### src/rtl/zet_shrot_seq_if.sv
// Handshake and operand bus between the microcode sequencer and the
// multi-cycle shift/rotate sequencer.
interface zet_shrot_seq_if;
  logic        start;
  logic [2:0]  func;
  logic        word;
  logic [15:0] x;
  logic [7:0]  cnt;
  logic        cfi;
  logic        ofi;
  logic [15:0] o;
  logic        cfo;
  logic        ofo;
  logic        busy;
  logic        done;

  // Sequencer side: issues operations and collects results.
  modport master (
    output start, func, word, x, cnt, cfi, ofi,
    input  o, cfo, ofo, busy, done
  );

  // Shifter side.
  modport slave (
    input  start, func, word, x, cnt, cfi, ofi,
    output o, cfo, ofo, busy, done
  );
endinterface

### src/rtl/zet_shrot_seq.sv
// Zet ALU shift/rotate sequencer: ROL/ROR/RCL/RCR/SHL/SHR/SAR on an 8- or
// 16-bit operand, one bit position per clock, count masked to 5 bits.
module zet_shrot_seq (
  input  logic               clk,
  input  logic               rst_n,
  zet_shrot_seq_if.slave     bus
);

  typedef enum logic [1:0] {IDLE, SHIFT, DONE} state_t;

  localparam logic [2:0] F_ROL = 3'd0;
  localparam logic [2:0] F_ROR = 3'd1;
  localparam logic [2:0] F_RCL = 3'd2;
  localparam logic [2:0] F_RCR = 3'd3;
  localparam logic [2:0] F_SAR = 3'd7;
  localparam logic [2:0] F_SHR = 3'd5;

  // One single-bit step. Returns {carry_out, next_r}. In byte mode the
  // upper half of r passes through untouched.
  function automatic logic [16:0] shift_step(
    input logic [2:0]  f,
    input logic        wd,
    input logic [15:0] r,
    input logic        c
  );
    logic        msb;
    logic        fill;
    logic        cn;
    logic [15:0] rn;
    msb = wd ? r[15] : r[7];
    if (f[0] == 1'b0) begin
      // Left family: ROL, RCL, SHL, SAL.
      cn = msb;
      case (f)
        F_ROL:   fill = msb;
        F_RCL:   fill = c;
        default: fill = 1'b0;
      endcase
      if (wd) rn = {r[14:0], fill};
      else    rn = {r[15:8], r[6:0], fill};
    end else begin
      // Right family: ROR, RCR, SHR, SAR.
      cn = r[0];
      case (f)
        F_ROR:   fill = r[0];
        F_RCR:   fill = c;
        F_SAR:   fill = msb;
        default: fill = 1'b0;
      endcase
      if (wd) rn = {fill, r[15:1]};
      else    rn = {r[15:8], fill, r[7:1]};
    end
    return {cn, rn};
  endfunction

  // Overflow flag for a non-zero count, from the final value and carry.
  function automatic logic calc_of(
    input logic [2:0]  f,
    input logic        wd,
    input logic [15:0] r,
    input logic        c,
    input logic        msb0
  );
    logic msb;
    logic nxt;
    logic of;
    msb = wd ? r[15] : r[7];
    nxt = wd ? r[14] : r[6];
    case (f)
      F_ROR, F_RCR: of = msb ^ nxt;
      F_SHR:        of = msb0;
      F_SAR:        of = 1'b0;
      default:      of = msb ^ c;
    endcase
    return of;
  endfunction

  state_t      state_q, state_d;
  logic [2:0]  func_q,  func_d;
  logic        word_q,  word_d;
  logic [15:0] r_q,     r_d;
  logic        c_q,     c_d;
  logic        ofi_q,   ofi_d;
  logic        msb0_q,  msb0_d;
  logic        zero_q,  zero_d;
  logic [4:0]  rem_q,   rem_d;
  logic [15:0] o_q,     o_d;
  logic        cfo_q,   cfo_d;
  logic        ofo_q,   ofo_d;
  logic        busy_q,  busy_d;
  logic        done_q,  done_d;

  logic [16:0] step;
  logic [4:0]  rem_dec;

  assign step    = shift_step(func_q, word_q, r_q, c_q);
  assign rem_dec = rem_q - 5'd1;

  // Next-state, operand latch, stepping and result capture.
  always_comb begin
    state_d = state_q;
    func_d  = func_q;
    word_d  = word_q;
    r_d     = r_q;
    c_d     = c_q;
    ofi_d   = ofi_q;
    msb0_d  = msb0_q;
    zero_d  = zero_q;
    rem_d   = rem_q;
    o_d     = o_q;
    cfo_d   = cfo_q;
    ofo_d   = ofo_q;
    busy_d  = 1'b0;
    done_d  = 1'b0;
    case (state_q)
      SHIFT: begin
        if (rem_q == 5'd0) begin
          state_d = DONE;
          done_d  = 1'b1;
          o_d     = r_q;
          cfo_d   = c_q;
          ofo_d   = zero_q ? ofi_q : calc_of(func_q, word_q, r_q, c_q, msb0_q);
        end else begin
          r_d    = step[15:0];
          c_d    = step[16];
          rem_d  = rem_dec;
          busy_d = (rem_dec != 5'd0);
        end
      end
      default: begin
        // IDLE and DONE both accept a new operation.
        if (bus.start) begin
          state_d = SHIFT;
          func_d  = bus.func;
          word_d  = bus.word;
          r_d     = bus.x;
          c_d     = bus.cfi;
          ofi_d   = bus.ofi;
          msb0_d  = bus.word ? bus.x[15] : bus.x[7];
          rem_d   = bus.cnt[4:0];
          zero_d  = (bus.cnt[4:0] == 5'd0);
          busy_d  = (bus.cnt[4:0] != 5'd0);
        end else begin
          state_d = IDLE;
        end
      end
    endcase
  end

  // State, working registers and registered outputs.
  always_ff @(posedge clk or negedge rst_n) begin
    if (!rst_n) begin
      state_q <= IDLE;
      func_q  <= 3'd0;
      word_q  <= 1'b0;
      r_q     <= 16'd0;
      c_q     <= 1'b0;
      ofi_q   <= 1'b0;
      msb0_q  <= 1'b0;
      zero_q  <= 1'b0;
      rem_q   <= 5'd0;
      o_q     <= 16'd0;
      cfo_q   <= 1'b0;
      ofo_q   <= 1'b0;
      busy_q  <= 1'b0;
      done_q  <= 1'b0;
    end else begin
      state_q <= state_d;
      func_q  <= func_d;
      word_q  <= word_d;
      r_q     <= r_d;
      c_q     <= c_d;
      ofi_q   <= ofi_d;
      msb0_q  <= msb0_d;
      zero_q  <= zero_d;
      rem_q   <= rem_d;
      o_q     <= o_d;
      cfo_q   <= cfo_d;
      ofo_q   <= ofo_d;
      busy_q  <= busy_d;
      done_q  <= done_d;
    end
  end

  assign bus.o    = o_q;
  assign bus.cfo  = cfo_q;
  assign bus.ofo  = ofo_q;
  assign bus.busy = busy_q;
  assign bus.done = done_q;

endmodule

### src/flat_wrapper.sv
// flat-port wrapper written by rule: the top's interface ports become plain ports
module zet_shrot_seq_flat 
  (clk, rst_n, bus_start, bus_func, bus_word, bus_x, bus_cnt, bus_cfi, bus_ofi, bus_o, bus_cfo, bus_ofo, bus_busy, bus_done);
  zet_shrot_seq_if bus_i ();
  input  logic clk;
  input  logic rst_n;
  input wire logic [$bits(bus_i.start)-1:0] bus_start;
  input wire logic [$bits(bus_i.func)-1:0] bus_func;
  input wire logic [$bits(bus_i.word)-1:0] bus_word;
  input wire logic [$bits(bus_i.x)-1:0] bus_x;
  input wire logic [$bits(bus_i.cnt)-1:0] bus_cnt;
  input wire logic [$bits(bus_i.cfi)-1:0] bus_cfi;
  input wire logic [$bits(bus_i.ofi)-1:0] bus_ofi;
  output wire logic [$bits(bus_i.o)-1:0] bus_o;
  output wire logic [$bits(bus_i.cfo)-1:0] bus_cfo;
  output wire logic [$bits(bus_i.ofo)-1:0] bus_ofo;
  output wire logic [$bits(bus_i.busy)-1:0] bus_busy;
  output wire logic [$bits(bus_i.done)-1:0] bus_done;
  assign bus_i.start = bus_start;
  assign bus_i.func = bus_func;
  assign bus_i.word = bus_word;
  assign bus_i.x = bus_x;
  assign bus_i.cnt = bus_cnt;
  assign bus_i.cfi = bus_cfi;
  assign bus_i.ofi = bus_ofi;
  assign bus_o = bus_i.o;
  assign bus_cfo = bus_i.cfo;
  assign bus_ofo = bus_i.ofo;
  assign bus_busy = bus_i.busy;
  assign bus_done = bus_i.done;
  zet_shrot_seq u_core (.clk(clk), .rst_n(rst_n), .bus(bus_i));
endmodule
### config.mk
export PLATFORM = sky130hd
export DESIGN_NAME = zet_shrot_seq_flat
export DESIGN_NICKNAME = d
export VERILOG_FILES = /design/src/rtl/zet_shrot_seq_if.sv /design/src/rtl/zet_shrot_seq.sv /design/src/flat_wrapper.sv
export SDC_FILE = /design/constraint.sdc
export NUM_CORES = 1
export LEC_CHECK = 0
export CAP_MARGIN = 20
export CELL_PAD_IN_SITES_DETAIL_PLACEMENT = 1
export CELL_PAD_IN_SITES_GLOBAL_PLACEMENT = 1
export CORE_MARGIN = 2
export CORE_UTILIZATION = 41
export CTS_CLUSTER_SIZE = 10
export DETAILED_ROUTE_END_ITERATION = 10
export PLACE_DENSITY = 0.93
export SLEW_MARGIN = 20
export SYNTH_ARGS = -nofsm -noshare
export SYNTH_HDL_FRONTEND = slang
export SYNTH_SLANG_ARGS = --single-unit
### constraint.sdc
create_clock -name clk -period 2.65 [get_ports clk]
set_input_delay 0.265 -clock clk [delete_from_list [all_inputs] [get_ports clk]]
set_output_delay 0.265 -clock clk [all_outputs]
set_load 0.02 [all_outputs]
## Word-level counts from Yosys, hierarchy flattened

Cells that the tools add are included.

- Register bits: 51
- Logic and storage cells: 67
- Bits of input ports: 33
- Output and inout port bits: 20

- Equality and inequality tests: 9
- Bitwise operators: 3
- Muxes and demuxes: 28
- Add/subtract/negate cells: 1
- Reduce and logical (&&, ||, !) cells: 11

Operators with widths:

| operator | number |
|---|---|
| $mux W16 | 6 |
| $mux W5 | 3 |
| $mux W1 | 14 |
| $logic_not A5 Y1 | 2 |
| $reduce_bool A5 Y1 | 2 |
| $eq A3 B2 Y1 const B | 2 |
| $eq A3 B3 Y1 const B | 2 |
| $pmux W1 S3 | 2 |
| $reduce_and A2 Y1 | 3 |
| $sub A5 B1 Y5 const B | 1 |
| $mux W2 | 2 |
| $ne A2 B1 Y1 const B | 2 |
| $eq A3 B1 Y1 const B | 1 |
| $logic_not A3 Y1 | 1 |
| $reduce_and A3 Y1 | 1 |
| $eq A2 B1 Y1 const B | 1 |
| $ne A2 B2 Y1 const B | 1 |
| $pmux W1 S2 | 1 |
| $reduce_bool A2 Y1 | 1 |
| $reduce_or A2 Y1 | 1 |
| $xor A1 B1 Y1 | 2 |
| $not A1 Y1 | 1 |

## Longest topological paths before layout

Gate-level depths: netlist of the first run.

- Depth after elaboration: 6
- Depth in mapped cells: 8

## Least setup slack after synthesis of the first run

No wires, ideal clock.

- Kind: reg-to-reg
- Start point: reg u_core.rem_q[0]
- End point: reg u_core.c_q
- Period minus slack after synthesis: 1.792 ns
- Setup slack: 0.858 ns
- Arrival time: 1.669 ns
- Stages on the path, launching flop included: 8
- Buffers on the path: 1
- Cells stage by stage: dfrtp_1 -> inv_1 -> ha_1 -> or4b_4 -> mux2i_4 -> buf_6 -> inv_2 -> a2bb2oi_2

- Word-level cells in the longest chain between the ends: 3

Ends and longest elaborated chain:

| what | line | text |
|---|---|---|
| start, declared | zet_shrot_seq.sv:86 | `logic [4:0] rem_q, rem_d;` |
| start signal, assigned | zet_shrot_seq.sv:176 | `rem_q <= rem_d;` |
| $logic_not A5 Y1 | zet_shrot_seq.sv:117 | `if (rem_q == 5'd0) begin` |
| $ne A2 B2 Y1 (no source line) | - |  |
| $reduce_and A2 Y1 (no source line) | - |  |
| end signal, assigned | zet_shrot_seq.sv:157 | `c_q <= 1'b0;` |
| end signal, assigned | zet_shrot_seq.sv:172 | `c_q <= c_d;` |
| end, declared | zet_shrot_seq.sv:82 | `logic c_q, c_d;` |

No other way between the ends.
A chain may end at the register's enable or synchronous reset.

## Final worst setup path of the first run

- Start point: reg u_core.rem_q[0]
- End point: reg u_core.r_q[1]

- Word-level cells in the longest chain between the ends: 3

Ends and longest elaborated chain:

| what | line | text |
|---|---|---|
| $logic_not A5 Y1 | zet_shrot_seq.sv:117 |  |
| $ne A2 B2 Y1 (no source line) | - |  |
| $reduce_and A2 Y1 (no source line) | - |  |
| end signal, assigned | zet_shrot_seq.sv:171 | `r_q <= r_d;` |
| end, declared | zet_shrot_seq.sv:81 | `logic [15:0] r_q, r_d;` |

No other way between the ends.

==> impl_metrics.yaml, run 1 <==
global_routing:
  global_route.usage.total_pct: 22.0
  overflow: 0
  grt_pass1_vias: 2403
  antenna_found_initial: 0
  grt_max_degree: 32
  grt_pass1_wl_um: 12100
final_layout:
  fillers: 683
  synthToLayoutAreaGrowth_pct: 24.9
  multi_input_area_um2: 1170
  n_antenna_cell: 0
  fin_area_um2: 3200
  drive_gt1_share_pct: 8.51
  seqCellArea_um2: 1280
  nNetsFinal: 363
power:
  power.density_nw_per_um2: 1240
  power_frac_clock_pct: 11.6
  power_switching_mw: 1.78
  seqPwrFrac_pct: 37.6
  swShare_pct: 44.9
  p_int_mw: 2.18
  p_comb_share_pct: 50.9
  cellLeakagePower_nw: 1.45
  ir_drop_v: 0.000476
sta:
  finClkSkew_ns: 0.00594
  final.period_utilization_pct: 89.8
  setup_viol: 0
  drv_slew: 0
  tns_ns: 0
  hold_viol: 0
  rsz0062_at_grt: "false"
  worst_pin_slew_ns: 0.618
  clock.fmax_mhz: 420
  relSlewSlack_pct: 57.9
  finalCriticalPeriod_ns: 2.38
logic_synthesis:
  yosysWarnings: 0
  synthTopCellsByArea: "dfrtp_1, nand2_1, mux2i_1, a21oi_1, o21ai_0"
  synth_top_area_share_pct: 49.8
  post-synth-top-count-cell: "nand2_1"
  postSynthCellCount: 281
  seq_area_frac_synth_pct: 49.8
  syn_area_um2: 2560
  yosysTopAreaCell: "dfrtp_1"
  synth_edf_count: 0
  syn_area_per_cell_um2: 9.13
  ys_ff_latch: 51
  ys_types: 42
  synth_common_cells: "nand2_1, dfrtp_1, a21oi_1, o21ai_0, nor2_1"
  syn_nets: 316
  async_reset_ff_share_pct: 100
  synth_top_flop_cell: "dfrtp_1"
detailed_routing:
  first_pass_iters: 4
  postRouteWirelength_um: 7240
  drcViolationCount: 0
  drtIter0Drc: 167
  dr_total_vias: 2240
  antenna_left: 0
  via_per_inst: 5.54
  wl_per_cell_um: 17.9
cts:
  cts.path.max_buffers: 2
  clock_sink_count: 51
  worstSkewPairLatency_ns: 0.31
  cts_buffers: 5
  root_buffer: "clkbuf_8"
  cts_tree: "done"
  clkTransAtPathRegs_ns: 0.10
  htree_levels: 2
placed_design:
  placed_cell_area_um2: 3110
  hpwl_um: 5010
  portBuffers: 49
  gp_congestion: 0.851
worst_setup_path:
  critPathSlowestCell: "or4b_4"
  r2r_end: "u_core.r_q[1]"
  critical_path_required_ns: 2.85
  crit_buf_inv: 1
  cp-endpoint: "u_core.r_q[1]"
  cp_top_family: "simple AND/OR/NAND/NOR gates"
  path_cells: "inv_1, ha_1, or4b_4, mux2i_4, nand2_1, o21ai_0"
  critPathLaunchType: "register"
  ff2ff_setup_slack_ns: 0.27
  path_depth: 6
  cp-startpoint: "u_core.rem_q[0]"
  worstReg2RegStart: "u_core.rem_q[0]"
  critPathMaxStageDelay_ns: 0.54
  cp_max_fo: 20
  critPathKind: "reg -> reg"
  cp.arrival_ns: 2.58
  worstRegToRegCells: 6
  crit_path_end_kind: "register"
die:
  die-area_um2: 6900
  design.core.area_um2: 5990
  num_io_pins: 53
  initial_core_util_pct: 42.8
  num_rows: 28
  die_y_um: 83.1
  die_x_um: 83.1
flow_run:
  maxCapViolations: 0
min_path:
  hp-class: "in -> async"
outcome:
  status: "finished, final reports clean"
-- worst min path at each step --
stage                                  to  slack, ns  depth (start not counted)
after floorplan           u_core.bus.busy      -0.03                          0
after global placement    u_core.rem_q[2]       0.25                          1
after detailed placement  u_core.rem_q[2]       0.25                          1
after CTS                   u_core.r_q[6]       0.45                          2
after global routing        u_core.r_q[6]       0.48                          2
final                       u_core.r_q[6]       0.44                          2
-- metrics by stage --
stage | hold WS [ns] | setup slack, ns | power [mW] | cells | util (%)
2_1_floorplan | -0.0306 | 0.858 | 2.80 | 281 | -
3_3_place_gp | 0.252 | 0.527 | 3.32 | 395 | 51.8
3_5_place_dp | 0.254 | 0.411 | 3.48 | 395 | 51.8
4_1_cts | 0.446 | 0.329 | 3.97 | 404 | 53.5
5_1_grt | 0.479 | 0.165 | 4.27 | 404 | 53.5
6_report | 0.444 | 0.270 | 3.96 | 404 | 53.5
-- cell families (layout without fill, tap and decap cells) --
kind of cell    Yosys count  count (layout)  synth area share (%)
fa+ha+maj                 2               2                 0.975
xor+xnor                  3               3                  1.02
buf+inv                  24              72                  4.44
simple gates            119             119                  20.3
compound gates           62              62                  14.9
mux                      20              20                  8.58
flops                    51              51                  49.8
-- flip-flops by register name (all words and copies together), names as in the netlist --
name / count
u_core.bus.o: 16
u_core.r_q: 16
u_core.rem_q: 5
u_core.func_q: 3
u_core.state_q: 2
u_core.bus.busy: 1
u_core.bus.cfo: 1
u_core.bus.done: 1
u_core.bus.ofo: 1
u_core.c_q: 1
u_core.msb0_q: 1
u_core.ofi_q: 1
u_core.word_q: 1
u_core.zero_q: 1
-- routing by layer --
metal	track usage, %	vias up	wire length [um]
li1	-	1046	-
met5	0	-	0
met3	3.38	11	256
met2	38.0	58	3600
met4	7.30	0	156
met1	28.4	1125	3220
-- cell usage in the layout, fill, tap and decap left out, types with 5 or more instances in the layout --
| cell | count |
|---|---|
| nand2_1 | 74 |
| dfrtp_1 | 51 |
| clkdlybuf4s50_1 | 48 |
| a21oi_1 | 25 |
| o21ai_0 | 19 |
| nor2_1 | 16 |
| mux2i_1 | 13 |
| nand3_1 | 10 |
| nand2b_1 | 9 |
| inv_1 | 6 |
| mux2_2 | 6 |
| buf_4 | 6 |
| clkbuf_8 | 5 |
-- power by group through the flow --
stage / clock network [mW] / logic (mW) / registers [mW]
after floorplan: 0 / 1.31 / 1.49
after global placement: 0 / 1.86 / 1.46
after detailed placement: 0 / 1.99 / 1.49
after CTS: 0.466 / 2.03 / 1.48
after global routing: 0.495 / 2.23 / 1.54
final: 0.457 / 2.01 / 1.49
-- final cells by class --
type                    count  area share, %
clock buffers               5           2.15
clock inverters             3          0.625
inverters                   8          0.937
multi-input cells         206           36.7
flip-flops and latches     51           39.8
well taps                  75           2.93
repair buffers             56           16.9
-- what timing repair did --
item / CTS / global route
resized for setup: 0 / 0
hold buffers: 1 / 0
hold endpoints to repair: 20 / 0
buffers inserted: 0 / 0
setup endpoints to repair: 0 / 0
Note: power is estimated with default switching activity, not from simulation.
==> inputs of run 2 (changes only) <==
Settings changed: CELL_PAD_IN_SITES_GLOBAL_PLACEMENT 1 to 2, CORE_UTILIZATION 41 to 33.
==> impl_metrics.yaml, run 2 (same netlist as run 1, synthesis figures left out) <==
global_routing:
  antenna_found_initial: 0
  overflow: 0
  grt_max_degree: 30
  global_route.usage.total_pct: 16.7
  grt_pass1_vias: 2262
  grt_pass1_wl_um: 11300
sta:
  tns_ns: 0
  setup_viol: 0
  finClkSkew_ns: 0.00602
  relSlewSlack_pct: 54.1
  clock.fmax_mhz: 450
  worst_slack_ns: 0.426
  worst_pin_slew_ns: 0.689
  drv_slew: 0
  final.period_utilization_pct: 83.9
  hold_slack_ns: -0.00552
  rsz0062_at_grt: "false"
  finalCriticalPeriod_ns: 2.22
  hold_viol: 19
detailed_routing:
  postRouteWirelength_um: 6530
  dr_total_vias: 2132
  drtIter0Drc: 83
  drcViolationCount: 0
  via_per_inst: 4.98
  first_pass_iters: 4
  antenna_left: 0
  wl_per_cell_um: 15.3
power:
  seqPwrFrac_pct: 38.3
  swShare_pct: 43.2
  power_switching_mw: 1.66
  power.total_mw: 3.84
  p_comb_share_pct: 49.9
  cellLeakagePower_nw: 1.45
  power.density_nw_per_um2: 1190
  ir_drop_v: 0.000473
  power_frac_clock_pct: 11.8
  p_int_mw: 2.18
outcome:
  violations: "negative hold slack"
  status: "finished with violations"
final_layout:
  synthToLayoutAreaGrowth_pct: 25.5
  instances_no_fill: 428
  fillers: 891
  drive_gt1_share_pct: 7.98
  final_cell_mix: "nand2_1, dfrtp_1, clkdlybuf4s50_1"
  fin_util_pct: 42.1
  nNetsFinal: 361
  final_common_cell: "nand2_1"
  n_antenna_cell: 0
worst_setup_path:
  r2r_end: "u_core.c_q"
  worstRegToRegCells: 6
  cp_top_family: "simple AND/OR/NAND/NOR gates"
  cp-endpoint: "u_core.c_q"
  cp-startpoint: "u_core.rem_q[0]"
  worstReg2RegStart: "u_core.rem_q[0]"
  critPathMaxStageDelay_ns: 0.55
  path_depth: 6
  critical_path_required_ns: 2.85
  critPathSlowestCell: "or4b_4"
  path_cells: "inv_1, ha_1, or4b_4, mux2i_4, inv_2, a2bb2oi_2"
  cp_max_fo: 20
  critPathLaunchType: "register"
  ff2ff_setup_slack_ns: 0.43
  critPathKind: "reg -> reg"
  crit_buf_inv: 2
  crit_path_end_kind: "register"
  cp.arrival_ns: 2.42
cts:
  cts_setup_buffers: 0
  cts_buffers: 5
  cts.path.max_buffers: 2
  root_buffer: "clkbuf_8"
  worstSkewPairLatency_ns: 0.31
  clock_sink_count: 51
  cts_tree: "done"
  post_cts_resized: 0
  ctsHoldBuffers: 0
  htree_levels: 2
  clkTransAtPathRegs_ns: 0.09
die:
  design.core.area_um2: 7650
  num_io_pins: 53
  die_x_um: 92.2
  die-area_um2: 8490
  die_y_um: 92.2
  num_rows: 32
  initial_core_util_pct: 33.5
flow_run:
  maxCapViolations: 0
min_path:
  hp-class: "in -> async"
placed_design:
  place_inst: 421
  portBuffers: 49
  dp_slack_ns: 0.474
  hpwl_um: 4670
  gp_congestion: 0.829
-- run 2: cell count changes in the layout (fill, tap and decap cells not counted) --
| cell | change |
|---|---|
| clkbuf_8 | +1 |
| clkinvlp_4 | -2 |
| buf_4 | -1 |
| dlygate4sd3_1 | -1 |
-- run 2: metal layers --
layer	part of all wire [%]	global-route usage, %
met5	0	0
met4	1.8	6.72
met3	3.0	2.88
met2	50	28.0
met1	45	21.4
-- run 2: power by group through the flow --
stage	combinational [mW]	clock (mW)	sequential, mW
floorplan	1.31	0	1.49
global route	2.16	0.491	1.53
finish	1.92	0.454	1.47
global placement	1.86	0	1.46
CTS	1.94	0.478	1.47
detailed placement	1.93	0	1.48
-- run 2: worst reg2reg max path, stage by stage (launching register included) --
cell	delay, ns
dfrtp_1	0.41
inv_1	0.12
ha_1	0.28
or4b_4	0.55
mux2i_4	0.48
inv_2	0.13
a2bb2oi_2	0.15
-- run 2: area by class of cell --
cell class / instances / area (um2) / area share [%]
Tap cell: 102 / 128 / 3.96
Sequential cell: 51 / 1280 / 39.6
Timing Repair Buffer: 54 / 523 / 16.2
Clock inverter: 1 / 5.00 / 0.155
Multi-Input combinational cell: 206 / 1170 / 36.5
Inverter: 8 / 30.0 / 0.933
Clock buffer: 6 / 82.6 / 2.57
-- run 2: how the worst min path moves through the flow --
stage / end / slack, ns / depth (start not counted)
final: u_core.bus.done / -0.006 / 1
after global routing: u_core.bus.o[10] / 0.04 / 1
after CTS: u_core.bus.o[10] / 0.006 / 1
after detailed placement: u_core.r_q[13] / 0.35 / 1
after global placement: u_core.bus.done / 0.34 / 1
after floorplan: u_core.bus.busy / -0.03 / 0
-- run 2: stage by stage --
step,hold WS (ns),cell area (um2)
after floorplan,-0.0306,2560
after global placement,0.339,3130
after detailed placement,0.354,3130
after CTS,0.00581,3220
after global routing,0.0374,3220
final,-0.00552,3220
==> inputs of run 3 (changes only) <==
Settings changed: CORE_UTILIZATION 33 to 28, PLACE_DENSITY 0.93 to 0.85.
Clock period 2.65 ns to 1.9 ns, I/O delays scaled along.
==> impl_metrics.yaml, run 3 (same netlist as run 1, synthesis figures left out) <==
outcome:
  status: "finished, final reports clean"
cts:
  cts_buffers: 5
  clkTransAtPathRegs_ns: 0.09
  worstSkewPairLatency_ns: 0.30
  root_buffer: "clkbuf_8"
  htree_levels: 2
  cts.path.max_buffers: 2
  cts_tree: "done"
  clock_sink_count: 51
worst_setup_path:
  critPathKind: "reg -> reg"
  critPathLaunchType: "register"
  cp-endpoint: "u_core.r_q[3]"
  ff2ff_setup_slack_ns: 0.06
  cp_max_fo: 8
  cp-startpoint: "u_core.rem_q[0]"
  cp.arrival_ns: 2.06
  worstReg2RegStart: "u_core.rem_q[0]"
  crit_path_end_kind: "register"
  critical_path_required_ns: 2.12
  worstRegToRegCells: 7
  r2r_end: "u_core.r_q[3]"
sta:
  relSlewSlack_pct: 64.8
  clock.fmax_mhz: 542
  finalCriticalPeriod_ns: 1.84
  tns_ns: 0
  final.period_utilization_pct: 97.0
  worst_pin_slew_ns: 0.514
  setup_viol: 0
  finClkSkew_ns: 0.00582
  hold_viol: 0
  drv_slew: 0
final_layout:
  multi_input_area_um2: 1190
  synthToLayoutAreaGrowth_pct: 35.0
  n_antenna_cell: 0
  seqCellArea_um2: 1280
  instances_no_fill: 453
  final_common_cell: "nand2_1"
  fillers: 1024
  drive_gt1_share_pct: 13.9
  nNetsFinal: 379
  final_cell_mix: "nand2_1, dfrtp_1, clkdlybuf4s50_1"
power:
  ir_drop_v: 0.000538
  power.density_nw_per_um2: 1700
  cellLeakagePower_nw: 1.56
detailed_routing:
  antenna_left: 0
  wl_per_cell_um: 14.7
  drcViolationCount: 0
  dr_total_vias: 2167
  postRouteWirelength_um: 6670
  via_per_inst: 4.78
  drtIter0Drc: 50
  first_pass_iters: 4
global_routing:
  overflow: 0
  grt_max_degree: 52
  global_route.usage.total_pct: 14.4
  grt_pass1_wl_um: 11400
  antenna_found_initial: 0
  grt_pass1_vias: 2277
die:
  die_y_um: 99.7
  initial_core_util_pct: 29.1
  die-area_um2: 9940
  die_x_um: 99.7
  design.core.area_um2: 8810
  num_rows: 34
  num_io_pins: 53
flow_run:
  maxCapViolations: 0
placed_design:
  place_inst: 441
  portBuffers: 49
  hpwl_um: 4860
  gp_congestion: 0.764
min_path:
  hp-class: "in -> async"
## run 3: changes by cell type in the layout (fill, tap and decap cells not counted), moves of 2 or more
cell and delta:
buf_12 +3, buf_4 +11, buf_6 +3, inv_1 -2
inv_2 +2
## run 3: how the worst min path moves through the flow
stage | slack (ns) | cells past startpoint | endpoint
after CTS | 0.42 | 3 | u_core.bus.o[12]
after detailed placement | 0.21 | 2 | u_core.bus.done
final | 0.40 | 3 | u_core.bus.o[13]
after global routing | 0.43 | 3 | u_core.bus.o[13]
after global placement | 0.21 | 2 | u_core.bus.o[7]
after floorplan | -0.11 | 0 | u_core.bus.busy
## run 3: stage by stage
step                      setup WS (ns)  total power [mW]  hold slack [ns]  area, um2  util (%)
final                            0.0565              5.89            0.399       3460      39.3
after global routing           -0.00384              6.39            0.428       3460      39.3
after CTS                      -0.00603              5.89            0.421       3430      38.9
after detailed placement       -0.00507              5.04            0.209       3280      37.3
after global placement           0.0675              4.93            0.207       3280      37.3
after floorplan                   0.108              3.91           -0.106       2560         -
## run 3: what timing repair did
item	CTS	global route
endpoints found under the hold margin	51	0
buffers inserted	1	2
gates resized for setup	3	6
hold buffers	1	0
endpoints found under the setup margin	13	26
## run 3: routing by layer
| metal | GRT usage (%) | share of wire, % | vias to the layer above |
|---|---|---|---|
| li1 | - | - | 1074 |
| met1 | 19.6 | 48 | 1057 |
| met2 | 23.9 | 48 | 30 |
| met3 | 2.04 | 2.4 | 6 |
| met4 | 4.43 | 1.4 | 0 |
| met5 | 0 | 0 | - |
## run 3: final cells by class
cell class                 instances  share of cell area (%)
tap                              108                    3.90
inverter                           8                   0.867
sequential                        51                    36.9
clock buffer                       6                    2.39
timing repair buffer              72                    20.5
multi-input combinational        206                    34.5
clock inverter                     2                    1.01
## run 3: critical path, stage by stage (launching register included)
cell,delay (ns)
dfrtp_1,0.42
inv_2,0.11
ha_4,0.15
or4b_4,0.50
mux2i_4,0.26
buf_6,0.17
nand2_1,0.06
o21ai_1,0.10
## run 3: report_power, final
part           switching (mW)  internal [mW]  leakage, nW  total, mW
combinational            1.62           1.50        0.853       3.12
clock                   0.368          0.427       0.0612      0.795
sequential              0.418           1.55        0.649       1.97
